<file path="src/rtl/vend_pkg.sv">
// Shared definitions for the vending session controller: coin codes, coin values,
// FSM state encoding and the change-coin unit.
package vend_pkg;

  localparam logic [1:0] COIN_NONE = 2'b00;
  localparam logic [1:0] COIN_5    = 2'b01;
  localparam logic [1:0] COIN_10   = 2'b10;
  localparam logic [1:0] COIN_25   = 2'b11;

  localparam int CHANGE_UNIT = 5;

  typedef enum logic [1:0] {
    IDLE   = 2'd0,
    VEND   = 2'd1,
    CHANGE = 2'd2
  } state_t;

  function automatic logic [4:0] coin_value(input logic [1:0] code);
    case (code)
      COIN_5:  coin_value = 5'd5;
      COIN_10: coin_value = 5'd10;
      COIN_25: coin_value = 5'd25;
      default: coin_value = 5'd0;
    endcase
  endfunction

endpackage

</file>
<file path="src/rtl/rr_arbiter.sv">
// Combinational round-robin arbiter: grants the first requester at or after ptr,
// searching upward with wrap. The pointer register is owned by the caller.
module rr_arbiter #(
  parameter int N = 2
) (
  input  logic [N-1:0]         req,
  input  logic [$clog2(N)-1:0] ptr,
  output logic [N-1:0]         gnt,
  output logic [$clog2(N)-1:0] gnt_idx
);

  localparam int IDX_W = $clog2(N);

  logic [IDX_W:0]   pos;
  logic [IDX_W-1:0] idx;
  logic             found;

  always_comb begin
    gnt     = '0;
    gnt_idx = '0;
    found   = 1'b0;
    pos     = '0;
    idx     = '0;
    for (int k = 0; k < N; k++) begin
      pos = {1'b0, ptr} + (IDX_W + 1)'(k);
      if (pos >= (IDX_W + 1)'(N)) pos = pos - (IDX_W + 1)'(N);
      idx = pos[IDX_W-1:0];
      if (!found && req[idx]) begin
        found    = 1'b1;
        gnt[idx] = 1'b1;
        gnt_idx  = idx;
      end
    end
  end

endmodule

</file>
<file path="src/rtl/vend_session_ctrl.sv">
// Vending session controller: round-robin coin intake onto a shared credit register,
// dispense handshake, then change or refund paid out as 5-unit pulses.
module vend_session_ctrl
  import vend_pkg::*;
#(
  parameter int N_PORTS  = 2,
  parameter int PRICE    = 15,
  parameter int CREDIT_W = 6
) (
  input  logic                       clk,
  input  logic                       rst,
  input  logic [N_PORTS-1:0]         coin_valid,
  input  logic [2*N_PORTS-1:0]       coin_code,
  output logic [N_PORTS-1:0]         coin_ready,
  input  logic                       cancel,
  output logic                       disp_req,
  input  logic                       disp_ack,
  output logic                       chg_req,
  input  logic                       chg_ack,
  output logic [CREDIT_W-1:0]        credit,
  output logic                       busy,
  output logic [$clog2(N_PORTS)-1:0] vend_port
);

  localparam int IDX_W = $clog2(N_PORTS);
  localparam logic [CREDIT_W-1:0] PRICE_C = CREDIT_W'(PRICE);
  localparam logic [CREDIT_W-1:0] UNIT_C  = CREDIT_W'(CHANGE_UNIT);

  state_t              state;
  logic [IDX_W-1:0]    rr_ptr;
  logic [IDX_W-1:0]    gnt_idx;
  logic [IDX_W-1:0]    ptr_next;
  logic [N_PORTS-1:0]  req;
  logic [N_PORTS-1:0]  gnt;
  logic [1:0]          sel_code;
  logic [CREDIT_W-1:0] coin_amt;
  logic [CREDIT_W-1:0] credit_sum;
  logic                refund_hit;
  logic                xfer;

  always_comb begin
    req = '0;
    for (int i = 0; i < N_PORTS; i++)
      req[i] = coin_valid[i] && (coin_code[2*i +: 2] != COIN_NONE);
  end

  rr_arbiter #(.N(N_PORTS)) u_arb (
    .req     (req),
    .ptr     (rr_ptr),
    .gnt     (gnt),
    .gnt_idx (gnt_idx)
  );

  // A refund request with credit present pre-empts coin intake for that cycle.
  assign refund_hit = (state == IDLE) && cancel && (credit != '0);
  assign coin_ready = ((state == IDLE) && !refund_hit) ? gnt : '0;
  assign xfer       = |coin_ready;

  always_comb begin
    sel_code = COIN_NONE;
    for (int i = 0; i < N_PORTS; i++)
      if (gnt[i]) sel_code = coin_code[2*i +: 2];
  end

  assign coin_amt   = CREDIT_W'(coin_value(sel_code));
  assign credit_sum = credit + coin_amt;
  assign ptr_next   = (gnt_idx == IDX_W'(N_PORTS - 1)) ? '0 : gnt_idx + IDX_W'(1);

  always_ff @(posedge clk or negedge rst) begin
    if (!rst) begin
      state     <= IDLE;
      credit    <= '0;
      rr_ptr    <= '0;
      vend_port <= '0;
      disp_req  <= 1'b0;
      chg_req   <= 1'b0;
      busy      <= 1'b0;
    end else begin
      case (state)
        IDLE: begin
          if (refund_hit) begin
            state   <= CHANGE;
            chg_req <= 1'b1;
            busy    <= 1'b1;
          end else if (xfer) begin
            credit <= credit_sum;
            rr_ptr <= ptr_next;
            if (credit_sum >= PRICE_C) begin
              state     <= VEND;
              vend_port <= gnt_idx;
              disp_req  <= 1'b1;
              busy      <= 1'b1;
            end
          end
        end
        VEND: begin
          if (disp_ack) begin
            credit   <= credit - PRICE_C;
            disp_req <= 1'b0;
            if (credit != PRICE_C) begin
              state   <= CHANGE;
              chg_req <= 1'b1;
            end else begin
              state <= IDLE;
              busy  <= 1'b0;
            end
          end
        end
        CHANGE: begin
          // Leave on the edge that pays out the last coin, so chg_req never overshoots.
          if (chg_ack) begin
            credit <= credit - UNIT_C;
            if (credit == UNIT_C) begin
              state   <= IDLE;
              chg_req <= 1'b0;
              busy    <= 1'b0;
            end
          end
        end
        default: begin
          state    <= IDLE;
          disp_req <= 1'b0;
          chg_req  <= 1'b0;
          busy     <= 1'b0;
        end
      endcase
    end
  end

endmodule

</file>
<file path="config.mk">
export PLATFORM = sky130hd
export DESIGN_NAME = vend_session_ctrl
export DESIGN_NICKNAME = d
export VERILOG_FILES = /design/src/rtl/vend_pkg.sv /design/src/rtl/rr_arbiter.sv /design/src/rtl/vend_session_ctrl.sv
export SDC_FILE = /design/constraint.sdc
export NUM_CORES = 1
export LEC_CHECK = 0
export BUFFER_PORTS_ARGS = -buffer_cell sky130_fd_sc_hd__clkbuf_2
export CAP_MARGIN = 5
export CORE_MARGIN = 2
export CORE_UTILIZATION = 30
export CTS_CLUSTER_SIZE = 30
export DETAILED_ROUTE_END_ITERATION = 12
export SETUP_SLACK_MARGIN = 0.02
export SLEW_MARGIN = 10
export SYNTH_ARGS = -nofsm -noshare
export SYNTH_HDL_FRONTEND = slang
export SYNTH_SLANG_ARGS = --single-unit
</file>
<file path="constraint.sdc">
create_clock -name clk -period 2.7 [get_ports clk]
set_clock_uncertainty 0.15 [all_clocks]
set_input_delay 0.27 -clock clk [delete_from_list [all_inputs] [get_ports clk]]
set_output_delay 0.27 -clock clk [all_outputs]
set_load 0.01 [all_outputs]
</file>
# Word level (Yosys, flattened, before mapping)
# Index checks and enable logic that the tools add are counted.
# totals
register_bits	13
output_inout_bits	12
word_cells	113
# op_classes
add_sub_neg	7
magnitude_cmp	7
eq_ne	18
muxes	48
bitwise	3
reduce_logical	23
# op_table
operator	count
2-to-1 mux 1 bit	24
2-to-1 mux 2 bit	12
2-to-1 mux 6 bit	4
AND reduction 5 bit	4
case mux 6 bit (3 select lines)	1
!= test 2 bit (second input constant)	8
case mux 5 bit (3 select lines)	1
case mux 1 bit (3 select lines)	3
logical AND 1 bit	8
adder 6 x 5 -> 6 bit	1
equality test 2 bit (second input constant)	3
equality test 6 x 3 -> 1 bit (second input constant)	1
greater-or-equal comparator 6 x 4 -> 1 bit (second input constant)	1
!= test 6 x 4 -> 1 bit (second input constant)	1
case mux 2 bit (3 select lines)	1
AND reduction 6 bit	1
nonzero test 6 bit	1
subtractor 6 x 3 -> 6 bit (second input constant)	1
subtractor 6 x 4 -> 6 bit (second input constant)	1
equality test 2 x 1 -> 1 bit (second input constant)	2
< comparator 1 x 2 -> 1 bit (second input constant)	2
AND reduction 4 bit	1
nonzero test 2 bit	2
!= test 3 x 2 -> 1 bit (second input constant)	1
other kinds (16)	21

# Longest topological paths before layout
# Gate-level depths: netlist of the first run.
# depth
ltp_word	19
mapped_depth	12
mapped_depth_nobuf	12

# Hierarchy
# Synthesis of the first run repeated with hierarchy kept, for this count alone.
# unflattened
cells_unflattened	162
area_unflattened_um2	1362.6
# modules_own_cells
mod	instances	cells_per_inst	area_per_inst_um2
vend_session_ctrl	1	158	1332.5
rr_arbiter	1	4	30.0

# Worst setup path before layout of the first run
# No wires, ideal clock.
# synth_path
path_type	input port to flip-flop
start	input coin_code[2]
end	register vend_port
setup_ps	126
arrival_time_ps	2597
t_required_ps	2424
path_slack_ps	-173
path_stages	12
path_buffers	0
path_cell_list	o21a_1 -> o21ai_1 -> nor2_1 -> a31oi_1 -> inv_1 -> ha_1 -> fa_1 -> xor2_1 -> o2111ai_1 -> o22ai_1 -> or2_2 -> a221o_1
# synth_via
elab_chain_cells	15
elab_cells_between_ends	25
# synth_rtl
item	line	source
from (decl)	vend_session_ctrl.sv:13	input logic [2*N_PORTS-1:0] coin_code,
nonzero test 2 bit	vend_session_ctrl.sv:44	req[i] = coin_valid[i] && (coin_code[2*i +: 2] != COIN_NONE);
logical AND 1 bit	vend_session_ctrl.sv:44	
2-to-1 mux 1 bit (not written as such) (2 in series)	rr_arbiter.sv:28	if (!found && req[idx]) begin
2-to-1 mux 1 bit	rr_arbiter.sv:28	
zero test 1 bit	rr_arbiter.sv:28	
logical AND 1 bit	rr_arbiter.sv:28	
2-to-1 mux 2 bit	rr_arbiter.sv:28	
2-to-1 mux 2 bit (2 in series)	vend_session_ctrl.sv:62	if (gnt[i]) sel_code = coin_code[2*i +: 2];
equality test 2 bit or equality test 2 x 1 -> 1 bit (tied branches)	vend_pkg.sv:19	case (code)
case mux 5 bit (3 select lines)	vend_pkg.sv:19	
adder 6 x 5 -> 6 bit	vend_session_ctrl.sv:66	assign credit_sum = credit + coin_amt;
greater-or-equal comparator 6 x 4 -> 1 bit	vend_session_ctrl.sv:88	if (credit_sum >= PRICE_C) begin
AND reduction 4 bit (no line)	--	
to (signal assigned)	vend_session_ctrl.sv:90	vend_port <= gnt_idx;
to (decl)	vend_session_ctrl.sv:22	output logic [$clog2(N_PORTS)-1:0] vend_port
# Parallel ways exist; a longest one is shown, timed or not. The select of a mux whose other input is x is not followed.
# A chain may end at the register's enable or synchronous reset.

# Worst setup path after layout of the first run
# layout_path
start	register rr_ptr
end	register vend_port
# layout_via
elab_chain_cells	16
elab_cells_between_ends	40
# layout_rtl
item	line	source
from (decl)	vend_session_ctrl.sv:30	logic [IDX_W-1:0] rr_ptr;
from (signal assigned)	vend_session_ctrl.sv:87	rr_ptr <= ptr_next;
adder 1 x 1 -> 2 bit, or another cell as far along	rr_arbiter.sv:25	pos = {1'b0, ptr} + (IDX_W + 1)'(k);
greater-or-equal comparator 2 bit, or another cell as far along	rr_arbiter.sv:26	if (pos >= (IDX_W + 1)'(N)) pos = pos - (IDX_W + 1)'(N);
2-to-1 mux 1 bit, or another cell as far along	rr_arbiter.sv:26	
< comparator 1 x 2 -> 1 bit (not written as such), or another cell as far along	rr_arbiter.sv:30	gnt[idx] = 1'b1;
logical AND 1 bit (not written as such) or 2-to-1 mux 1 bit (tied branches)	rr_arbiter.sv:30	
2-to-1 mux 1 bit (not written as such) or demux 1 bit (select 1 bit) (tied branches)	--	
demux 1 bit (select 1 bit) or 2-to-1 mux 2 bit (tied branches)	--	
bitwise OR 2 bit (no line)	--	
2-to-1 mux 2 bit	rr_arbiter.sv:28	
2-to-1 mux 2 bit (2 in series)	vend_session_ctrl.sv:62	
equality test 2 bit or equality test 2 x 1 -> 1 bit (tied branches)	vend_pkg.sv:19	
case mux 5 bit (3 select lines)	vend_pkg.sv:19	
adder 6 x 5 -> 6 bit	vend_session_ctrl.sv:66	
greater-or-equal comparator 6 x 4 -> 1 bit	vend_session_ctrl.sv:88	
AND reduction 4 bit (no line)	--	
# Parallel ways exist; a longest one is shown, timed or not. The select of a mux whose other input is x is not followed.

==> results of run 1 <==
==> Yosys cell counts, types with 2 or more instances <==
| master | instances | area, µm² |
|---|---|---|
| o22ai_1 | 2 | 12.5 |
| o211ai_1 | 3 | 22.5 |
| nor2b_1 | 5 | 31.3 |
| nor3_1 | 2 | 10.0 |
| a21boi_0 | 2 | 15.0 |
| o2111ai_1 | 2 | 17.5 |
| and3_1 | 2 | 12.5 |
| nor3b_1 | 2 | 15.0 |
| nand3_1 | 6 | 30.0 |
| dfrtp_1 | 13 | 325 |
| a21oi_1 | 9 | 45.0 |
| ha_1 | 13 | 163 |
| inv_1 | 15 | 56.3 |
| o2bb2ai_1 | 2 | 17.5 |
| o31ai_1 | 3 | 22.5 |
| o21ai_1 | 7 | 35.0 |
| a221oi_1 | 4 | 35.0 |
| nor2_1 | 16 | 60.1 |
| clkbuf_1 | 5 | 18.8 |
| a31oi_1 | 7 | 43.8 |
| nand2_1 | 6 | 22.5 |
| a211oi_1 | 3 | 22.5 |
| mux2i_1 | 3 | 30.0 |
| nand2b_1 | 3 | 18.8 |
| o21ai_0 | 9 | 45.0 |
| mux2_4 | 2 | 30.0 |
==> metrics by stage <==
| step | std cells | utilization |
|---|---|---|
| 6_report | 279 | 0.475 |
| 5_1_grt | 279 | 0.475 |
| 4_1_cts | 276 | 0.450 |
| 3_5_place_dp | 264 | 0.402 |
| 3_3_place_gp | 264 | 0.402 |
| 2_1_floorplan | 169 | - |
==> power by group through the flow <==
stage	clock, W	combinational (W)	sequential [W]
after floorplan	0	0.00110	0.000419
after global placement	0	0.00170	0.000380
after detailed placement	0	0.00170	0.000381
after CTS	0.000183	0.00190	0.000387
after global routing	0.000194	0.00225	0.000409
final	0.000180	0.00206	0.000392
==> kinds of logic (layout without fill, tap and decap cells) <==
kind of cell               count (synthesis)  after routing
adders and majority gates                 14             14
buffers and inverters                     22             80
DFF                                       13             13
and+or+nand+nor                           52             52
AOI/OAI and AO/OA                         62             62
muxes                                      5              5
xor gates and xnor gates                   1              1
==> routing by layer <==
| metal | GRT usage | vias to the layer above |
|---|---|---|
| li1 | - | 736 |
| met1 | 0.219 | 707 |
| met2 | 0.282 | 39 |
| met3 | 0.0197 | 3 |
| met4 | 0.0126 | 0 |
| met5 | 0 | - |
==> final timing paths <==
path / from / to / slack [ns] / cells after the start
max in group asynchronous: rst / disp_req / 1.81 / 2
setup reg to reg: rr_ptr / vend_port / -0.07 / 12
setup / recovery: rr_ptr / vend_port / -0.07 / 12
hold reg to reg: disp_req / disp_req / 0.37 / 2
hold / removal: cancel / disp_req / 0.26 / 4
min in group asynchronous: rst / credit[1] / 0.32 / 2
==> cells in the final DEF, fill, tap and decap left out, drive strengths merged, types with 2 or more instances in the layout <==
cell	count
inv	15
o211ai	3
buf	38
o21ai	17
o22ai	2
nand2	7
a21boi	2
nor2b	5
and2	2
o2bb2ai	2
or2	2
dfrtp	13
a221oi	4
o31ai	3
mux2i	3
nand2b	3
clkbuf	26
a211oi	3
nor2	16
and3	2
nand3	6
a31oi	7
nor3	3
mux2	2
nor3b	2
o21a	2
o2111ai	2
a21oi	9
ha	13
==> registers in the layout, indices dropped and copies added, names as in the netlist <==
signal	cells
disp_req	1
vend_port	1
busy	1
rr_ptr	1
chg_req	1
credit	6
state	2
==> timing repair <==
action                                  4_1_cts  5_1_grt
hold buffers                                  1        0
gates resized for setup                      19       21
endpoints found under the setup margin        6       10
pin swaps                                    12       11
hold endpoints to repair                     13        0
buffers inserted                              7        3
cloned                                        0        0
==> tightest hold or removal path, cell delays in order <==
cell and delay (ns):
clkbuf_2 0.12, o21ai_2 0.09, nand3_1 0.08, o21ai_1 0.06
==> area by class of cell <==
| cell class | instances | area, µm² | share of cell area |
|---|---|---|---|
| timing repair buffer | 61 | 409 | 0.196 |
| sequential | 13 | 325 | 0.156 |
| inverter | 15 | 56.3 | 0.0270 |
| multi-input combinational | 134 | 1180 | 0.568 |
| clock buffer | 4 | 45.0 | 0.0216 |
| tap | 52 | 65.1 | 0.0312 |
==> out/results.md, run 1 <==
| Step | Result | Value |
|:---|:---|:---|
| status | Result of the run | finished, violations left |
| status | Violated checks | setup timing |
| clocking | Sinks on the clock net | 13 |
| placed design | Pre-CTS setup slack | -0.301 ns |
| floorplanning | Area enclosed by the die boundary | 5150 µm² |
| floorplanning | Initial Util | 0.314 |
| worst hold path | Worst min-delay path category | input pin to flop |
| floorplanning | Vert. Die Dim | 71.8 µm |
| global routing | Pin count of the biggest net entering global routing | 16 |
| global routing | Grt total ovfl | 0 |
| sta | Final worst path period share | 1.03 |
| power | Portion of total power attributed to sequential cells | 0.149 |
| power | Static leakage | 0.935 nW |
| yosys | Post-Synthesis Net Count | 194 |
| floorplanning | Die width | 71.8 µm |
| placed design | Weighted congestion at the end of routability-driven global placement | 0.779 |
| sta | Setup slack of the critical path after layout | -0.0682 ns |
| sta | Number of failing setup endpoints in the final timing report | 3 |
| route | Wire length reported by the detailed router | 4.14 mm |
| floorplanning | Placeable Area | 4380 µm² |
| power | Total power consumption of the routed design | 0.00263 W |
| cells and area | Fill cell count | 436 |
| floorplanning | IO Pins | 23 |
| route | Highest layer used for signal routing | met4 |
| placed design | Area after detailed placement | 1760 µm² |
| yosys | Avg Synthesized Cell Area | 8.15 µm² |
| sta | Count of pins over their slew limit | 0 |
| clocking | CTS buffer count | 3 |
| yosys | Basic-gate share of the synthesized area counting and, or, nand and nor cells | 0.205 |
| placed design | Total half-perimeter wirelength after legalization and detailed placement | 2.91 mm |
| yosys | Cell area after technology mapping | 1380 µm² |
| cells and area | ANT cells | 0 |
| critical path | Type of destination of the critical path | flop |
| critical path | Startpoint class of the critical path | flop |
| sta | Clock period minus worst slack | 2.77 ns |
| route | Antenna viol nets, final | 0 |
| route | Sum of met2 wire segment lengths after detailed routing | 2.06 mm |
| yosys | Post-Synth XOR/XNOR Area | 0.00636 |
| route | Vias per std cell | 5.32 |
| critical path | Crit path buf inv count | 3 |
| yosys | Number of distinct standard cells referenced by the synthesized netlist | 49 |
| route | Average routed wire per standard cell | 14.8 µm |
| global routing | Global-route wire length before repair | 6.64 mm |
| sta | RSZ-0062 raised after global routing | true |
| cells and area | Net count of the finished layout | 253 |
| critical path | Highest-delay cell along the critical path | fa_2 |
| critical path | Largest stage delay, worst path | 0.41 ns |
| sta | Achievable frequency | 0.361 GHz |
| route | Routed length on met3 | 155 µm |
| global routing | Via count of the first global-routing pass | 1384 |
| sta | Worst slack on hold paths | 0.260 ns |
| yosys | Sequential element share of the synthesized area | 0.236 |
| yosys | FFs w/ async S/R, synth | 1.00 |
| clocking | Largest buffer count on any clock path | 2 |
| yosys | Multiplexer area fraction after synthesis | 0.0436 |
| clocking | Clock insertion delay at the later pin of the skew report | 0.24 ns |
| critical path | Max FO, Critical Path | 4 |
| cells and area | Layout Area Growth over Synthesis | 51.3% |
| yosys | Top_reg_cell synth | dfrtp_1 |
| route | Pre-Repair DR Iteration Count | 4 |
| yosys | Main combinational cell family by area after synthesis | compound AO/OA/AOI/OAI gates |
| sta | Final Hold Viols | 0 |
| critical path | Top cell family by delay on the critical path | compound AO/OA/AOI/OAI gates |
| clocking | Clock tree from TritonCTS | built |
| yosys | Cells after Synth | 169 |
| power | Worst ir drop on vdd | 0.421 mV |
| route | Remaining DRCs | 0 |
| route | Number of violations reported at the end of detailed-routing iteration 0 | 74 |
| route | Detailed-route wire length on metal 1 | 1.91 mm |
| sta | Total Neg Setup Slack | -0.118 ns |
| global routing | Gr usage total | 0.160 |
| clocking | Clock-pin slew reported for the worst setup and hold paths after clock tree synthesis | 0.06 ns |
| cells and area | Fraction of final layout cells sized beyond drive strength 1 | 0.467 |
| yosys | Adder and majority gate portion of the synthesized area | 0.133 |
| critical path | CP Cell Sequence | o21ai_4 -> buf_4 -> a31oi_4 -> inv_2 -> nor2_4 -> buf_4 -> fa_2 -> nand3_2 -> and3_4 -> o22ai_2 -> or2_4 -> a221o_1 |
| global routing | Initial antenna violation count | 0 |
| critical path | Crit path top cell by count | buf_4 |
| clocking | Master cell of the clock root buffer | clkbuf_8 |
| power | Net switching power | 0.00122 W |
| floorplanning | Site Rows | 24 |
| sta | Max-Slew Margin vs Limit | 0.651 |
| power | Internal power component | 0.00141 W |
| yosys | Share of the synthesized area in compound gates (AO/OA/AOI/OAI) | 0.310 |
| critical path | Type of the setup path with the least slack | flop to flop |
| sta | Transition time of the tightest slew-check pin | 0.524 ns |
| power | Portion of total power attributed to combinational logic | 0.782 |
| yosys | Number of enable flip-flop cells after synthesis | 0 |
| placed design | Input/output buffers | 22 |
| power | Power share of the clock group | 0.068 |
| yosys | #FFs+latches synth | 13 |
| job | MaxCap Viol Count | 0 |
| yosys | Yosys warning total | 0 |
| cells and area | Fin area | 2080 µm² |
| clocking | Maximum level of the CTS H-tree | 1 |
| power | Share of total power consumed by net switching | 0.466 |
| critical path | Required @ worst endpoint | 2.68 ns |
| power | Areal power density over the cells | 1260 nW/µm² |
| route | Vias post-DR | 1485 |
| critical path | Critical path data arrival time | 2.74 ns |
Note: power is estimated with default switching activity, not from simulation.
==> run 2: changes to the inputs <==
CELL_PAD_IN_SITES_DETAIL_PLACEMENT = 2   (was default)
CELL_PAD_IN_SITES_GLOBAL_PLACEMENT = 2   (was default)
PLACE_DENSITY_LB_ADDON = 0.1   (was default)
==> out/results.md, run 2 (same netlist as run 1, synthesis figures left out) <==
| Step | Result | Value |
|:---|:---|:---|
| power | Areal power density over the cells | 1380 nW/µm² |
| sta | Final Hold Viols | 0 |
| cells and area | Layout Area Growth over Synthesis | 55.3% |
| route | Antenna viol nets, final | 0 |
| worst hold path | Worst min-delay path category | input pin to async pin |
| floorplanning | Site Rows | 24 |
| placed design | Placed Cells | 263 |
| route | Vias per std cell | 5.73 |
| critical path | Required @ worst endpoint | 2.67 ns |
| sta | Count of pins over their slew limit | 0 |
| power | Static leakage | 0.927 nW |
| critical path | Reg2reg start | rr_ptr |
| sta | Number of failing setup endpoints in the final timing report | 9 |
| sta | RSZ-0062 raised after global routing | true |
| cells and area | Largest registers in the final layout | credit (6), state (2) |
| critical path | Count of cells along the worst register-to-register path | 11 |
| job | MaxCap Viol Count | 0 |
| cells and area | Most common cell after layout, fill and taps aside | buf_4 |
| clocking | CTS buffer count | 3 |
| cells and area | ANT cells | 0 |
| global routing | Gr usage total | 0.232 |
| floorplanning | IO Pins | 23 |
| cells and area | Share of the core filled with cells | 0.488 |
| critical path | Endpoint of the worst register-to-register path | vend_port |
| clocking | Sinks on the clock net | 13 |
| route | Wire length reported by the detailed router | 6.78 mm |
| critical path | Register-to-register setup slack | -0.32 ns |
| clocking | Clock tree from TritonCTS | built |
| critical path | Critical path data arrival time | 2.98 ns |
| cells and area | Commonest non-fill, non-tap cells in the layout | buf_4, clkbuf_2, inv_1, dfrtp_1, nor2_1 |
| sta | Clock period minus worst slack | 3.02 ns |
| route | Remaining DRCs | 0 |
| cells and area | Fin area | 2140 µm² |
| cells and area | Most flops, register | credit |
| sta | Transition time of the tightest slew-check pin | 0.574 ns |
| cells and area | Number of flip-flops under the largest register name | 6 |
| route | Vias post-DR | 1577 |
| floorplanning | Die width | 71.8 µm |
| global routing | Pin count of the biggest net entering global routing | 16 |
| route | Number of violations reported at the end of detailed-routing iteration 0 | 44 |
| power | Worst ir drop on vdd | 0.597 mV |
| placed design | Input/output buffers | 22 |
| global routing | Grt total ovfl | 0 |
| status | Result of the run | finished, violations left |
| sta | Setup slack of the critical path after layout | -0.315 ns |
| route | Pre-Repair DR Iteration Count | 4 |
| floorplanning | Initial Util | 0.314 |
| placed design | Weighted congestion at the end of routability-driven global placement | 0.786 |
| status | Violated checks | setup timing |
| clocking | Maximum level of the CTS H-tree | 1 |
| critical path | Type of the setup path with the least slack | flop to flop |
| critical path | Max FO, Critical Path | 4 |
| clocking | Clock-pin slew reported for the worst setup and hold paths after clock tree synthesis | 0.06 ns |
| sta | Worst slack on hold paths | 0.323 ns |
| cells and area | Fraction of final layout cells sized beyond drive strength 1 | 0.480 |
| critical path | Type of destination of the critical path | flop |
| global routing | Global-route wire length before repair | 9.20 mm |
| sta | Achievable frequency | 0.332 GHz |
| critical path | Startpoint class of the critical path | flop |
| clocking | Master cell of the clock root buffer | clkbuf_8 |
| global routing | Via count of the first global-routing pass | 1756 |
| clocking | Largest buffer count on any clock path | 2 |
| sta | Max-Slew Margin vs Limit | 0.617 |
| floorplanning | Placeable Area | 4380 µm² |
| cells and area | Fill cell count | 475 |
| cells and area | Fin cells | 275 |
| placed design | Total half-perimeter wirelength after legalization and detailed placement | 4.03 mm |
| floorplanning | Area enclosed by the die boundary | 5150 µm² |
| placed design | Area after detailed placement | 1750 µm² |
| floorplanning | Vert. Die Dim | 71.8 µm |
| sta | Final worst path period share | 1.12 |
| route | Average routed wire per standard cell | 24.7 µm |
| cells and area | Net count of the finished layout | 249 |
| global routing | Initial antenna violation count | 0 |
| power | Total power consumption of the routed design | 0.00294 W |
| clocking | Clock insertion delay at the later pin of the skew report | 0.25 ns |
[run 2: cell count changes in the layout (fill, tap and decap cells not counted), sizes merged]
cell / change
buf: -4
[run 2: worst max-delay path: stages (launching register included)]
cell       delay (ns)
dfrtp_1          0.41
o21ai_4          0.23
nor2_2           0.10
a31oi_4          0.22
inv_2            0.10
ha_4             0.19
fa_2             0.41
xor2_2           0.24
o2111ai_2        0.16
o22ai_4          0.21
o21ai_2          0.13
a221o_1          0.33
[run 2: stage by stage]
step	setup TNS, ns	setup slack [ns]
global route	-2.42	-0.387
floorplan	0	0.00241
detailed placement	-2.13	-0.382
CTS	-0.349	-0.121
finish	-1.69	-0.315
global placement	-0.846	-0.210
[run 2: repair_timing]
| action | CTS | global route |
|---|---|---|
| pin swaps | 15 | 20 |
| setup endpoints to repair | 10 | 10 |
| hold buffers | 1 | 0 |
| gates resized for setup | 25 | 30 |
| hold endpoints to repair | 13 | 0 |
| setup buffers | 7 | 2 |
[run 2: layout make-up]
class                           instances  area [µm²]  share of cell area
Multi-Input combinational cell        134        1250               0.585
Sequential cell                        13         327               0.153
Clock buffer                            4        45.0              0.0211
Timing Repair Buffer                   57         394               0.184
Tap cell                               52        65.1              0.0304
Inverter                               15        56.3              0.0263
[run 2: how the worst max path moves through the flow]
stage / from / endpoint / slack [ns] / cells after the start
CTS: rr_ptr / vend_port / -0.12 / 11
global route: rr_ptr / state[0] / -0.39 / 11
global placement: coin_code[3] / vend_port / -0.21 / 13
finish: rr_ptr / vend_port / -0.32 / 11
floorplan: coin_code[3] / vend_port / 0.002 / 12
detailed placement: coin_code[3] / vend_port / -0.38 / 13
[run 2: per-layer routing]
| metal | part of all wire | vias up | GRT usage |
|---|---|---|---|
| met4 | 0.049 | 0 | 0.0461 |
| met2 | 0.54 | 37 | 0.439 |
| met1 | 0.39 | 790 | 0.276 |
| met5 | 0 | - | 0 |
| met3 | 0.022 | 20 | 0.0323 |
| li1 | - | 730 | - |
[run 2: power breakdown]
| group | internal [W] | switching [W] |
|---|---|---|
| sequential | 0.000294 | 0.000152 |
| combinational | 0.00103 | 0.00129 |
| clock | 0.000104 | 0.0000747 |
==> run 3: changes to the inputs <==
CORE_MARGIN = 8   (was 2)
SLEW_MARGIN = 20   (was 10)
==> out/results.md, run 3 (same netlist as run 1, synthesis figures left out) <==
| Step | Result | Value |
|:---|:---|:---|
| cells and area | Most common cell after layout, fill and taps aside | buf_4 |
| sta | Final Hold Viols | 0 |
| global routing | Global-route wire length before repair | 10.7 mm |
| cells and area | Net count of the finished layout | 252 |
| route | Antenna viol nets, final | 0 |
| clocking | Clock tree from TritonCTS | built |
| power | Worst ir drop on vdd | 0.601 mV |
| cells and area | Number of flip-flops under the largest register name | 6 |
| cells and area | Commonest non-fill, non-tap cells in the layout | buf_4, clkbuf_2, nor2_1, dfrtp_1, inv_1 |
| status | Violated checks | setup timing |
| clocking | Master cell of the clock root buffer | clkbuf_8 |
| clocking | Largest buffer count on any clock path | 2 |
| critical path | Endpoint of the worst register-to-register path | vend_port |
| global routing | Layer with the highest usage after global routing | met2 |
| clocking | Clock insertion delay at the later pin of the skew report | 0.25 ns |
| critical path | Max FO, Critical Path | 5 |
| sta | Max-Slew Margin vs Limit | 0.596 |
| placed design | Area after detailed placement | 1760 µm² |
| floorplanning | Vert. Die Dim | 83.8 µm |
| floorplanning | Area enclosed by the die boundary | 7020 µm² |
| floorplanning | Placeable Area | 4380 µm² |
| global routing | Global Route met3 Usage | 0.0469 |
| cells and area | Fin area | 2110 µm² |
| placed design | Total half-perimeter wirelength after legalization and detailed placement | 4.33 mm |
| critical path | Top cell family by delay on the critical path | compound AO/OA/AOI/OAI gates |
| clocking | Sinks on the clock net | 13 |
| sta | Setup slack of the critical path after layout | -0.139 ns |
| clocking | Clock-pin slew reported for the worst setup and hold paths after clock tree synthesis | 0.06 ns |
| global routing | Initial antenna violation count | 0 |
| floorplanning | Die width | 83.8 µm |
| critical path | Crit path to | vend_port |
| critical path | Critical path data arrival time | 2.82 ns |
| cells and area | Largest registers in the final layout | credit (6), state (2) |
| global routing | Grt total ovfl | 0 |
| critical path | Type of the setup path with the least slack | flop to flop |
| clocking | Maximum level of the CTS H-tree | 1 |
| critical path | Type of destination of the critical path | flop |
| cells and area | Layout Area Growth over Synthesis | 53.0% |
| route | Remaining DRCs | 0 |
| critical path | Timing startpoint of the critical path | rr_ptr |
| sta | Number of failing setup endpoints in the final timing report | 5 |
| floorplanning | Site Rows | 24 |
| sta | Worst slack on hold paths | 0.276 ns |
| power | Areal power density over the cells | 1370 nW/µm² |
| route | Wire length reported by the detailed router | 6.58 mm |
| global routing | Gr usage total | 0.189 |
| route | Vias post-DR | 1612 |
| global routing | GR Layer Usage met2 | 0.364 |
| sta | Clock period minus worst slack | 2.84 ns |
| global routing | Via count of the first global-routing pass | 1933 |
| sta | Count of pins over their slew limit | 0 |
| clocking | CTS buffer count | 3 |
| critical path | Critical path depth in cells | 13 |
| job | MaxCap Viol Count | 0 |
| status | Result of the run | finished, violations left |
| floorplanning | Initial Util | 0.314 |
| critical path | Required @ worst endpoint | 2.68 ns |
| global routing | Pin count of the biggest net entering global routing | 16 |
| cells and area | Most flops, register | credit |
| critical path | Highest-delay cell along the critical path | dfrtp_1 |
| sta | Achievable frequency | 0.352 GHz |
| critical path | CP Cell Sequence | o21ai_4 -> nor2_1 -> a31oi_1 -> buf_4 -> nor2_1 -> ha_1 -> buf_4 -> nor3b_4 -> a221oi_2 -> buf_4 -> nand3_4 -> or2_4 -> a221o_1 |
| critical path | Crit path buf inv count | 3 |
| placed design | Weighted congestion at the end of routability-driven global placement | 0.784 |
| sta | RSZ-0062 raised after global routing | true |
| global routing | Met1 demand-to-capacity share in global routing | 0.186 |
| cells and area | Fraction of final layout cells sized beyond drive strength 1 | 0.469 |
| floorplanning | IO Pins | 23 |
| power | Static leakage | 0.939 nW |
| critical path | Crit path top cell by count | buf_4 |
| placed design | Input/output buffers | 22 |
| cells and area | ANT cells | 0 |
| sta | Final worst path period share | 1.05 |
| route | Number of violations reported at the end of detailed-routing iteration 0 | 21 |
| sta | Transition time of the tightest slew-check pin | 0.607 ns |
| route | Vias per std cell | 5.80 |
| route | Pre-Repair DR Iteration Count | 4 |
| critical path | Count of cells along the worst register-to-register path | 13 |
| route | Average routed wire per standard cell | 23.7 µm |
| worst hold path | Worst min-delay path category | input pin to flop |
| critical path | Register-to-register setup slack | -0.14 ns |
| critical path | Reg2reg start | rr_ptr |
| critical path | Largest stage delay, worst path | 0.42 ns |
| critical path | Startpoint class of the critical path | flop |
==> run 3: where the power goes <==
group	switching [W]	internal (W)	total, W
clock network	0.0000823	0.000105	0.000187
logic	0.00127	0.00101	0.00228
registers	0.000123	0.000295	0.000418
total	0.00147	0.00141	0.00288
==> run 3: cell type report <==
class | instances | area [µm²]
timing repair buffer | 60 | 409
tap | 52 | 65.1
clock buffer | 4 | 45.0
inverter | 15 | 56.3
fill | 481 | 2280
multi-input combinational | 134 | 1210
sequential | 13 | 327
==> run 3: worst min-delay path by stage <==
stage / start / to / slack (ns) / cells past startpoint
after global routing: cancel / disp_req / 0.30 / 4
after floorplan: rst / busy / -0.18 / 0
after global placement: rst / rr_ptr / 0.05 / 1
final: cancel / disp_req / 0.28 / 4
after CTS: cancel / disp_req / 0.26 / 4
after detailed placement: rst / rr_ptr / 0.06 / 1
==> run 3: what timing repair did <==
| item | 4_1_cts | 5_1_grt |
|---|---|---|
| hold buffers | 1 | 0 |
| resized for setup | 36 | 9 |
| setup endpoints to repair | 9 | 10 |
| pin swaps | 17 | 8 |
| hold endpoints to repair | 13 | 0 |
| setup buffers | 5 | 4 |
==> run 3: stage by stage <==
stage	std cells	worst slack (ns)	setup TNS, ns	util	total power, W
6_report	278	-0.139	-0.317	0.481	0.00288
4_1_cts	274	-0.134	-0.309	0.464	0.00265
3_5_place_dp	264	-0.397	-1.99	0.402	0.00219
5_1_grt	278	-0.263	-1.40	0.481	0.00306
2_1_floorplan	169	0.00241	0	-	0.00152
3_3_place_gp	264	-0.233	-0.894	0.402	0.00209
==> run 3: tightest hold or removal path: stages <==
cell      delay, ns
clkbuf_2       0.14
o21ai_4        0.08
nand3_1        0.09
o21ai_1        0.06
==> run 3: metal layers <==
layer | vias up | share of wire
met2 | 37 | 0.55
li1 | 736 | -
met1 | 817 | 0.38
met5 | - | 0
met4 | 0 | 0.035
met3 | 22 | 0.035
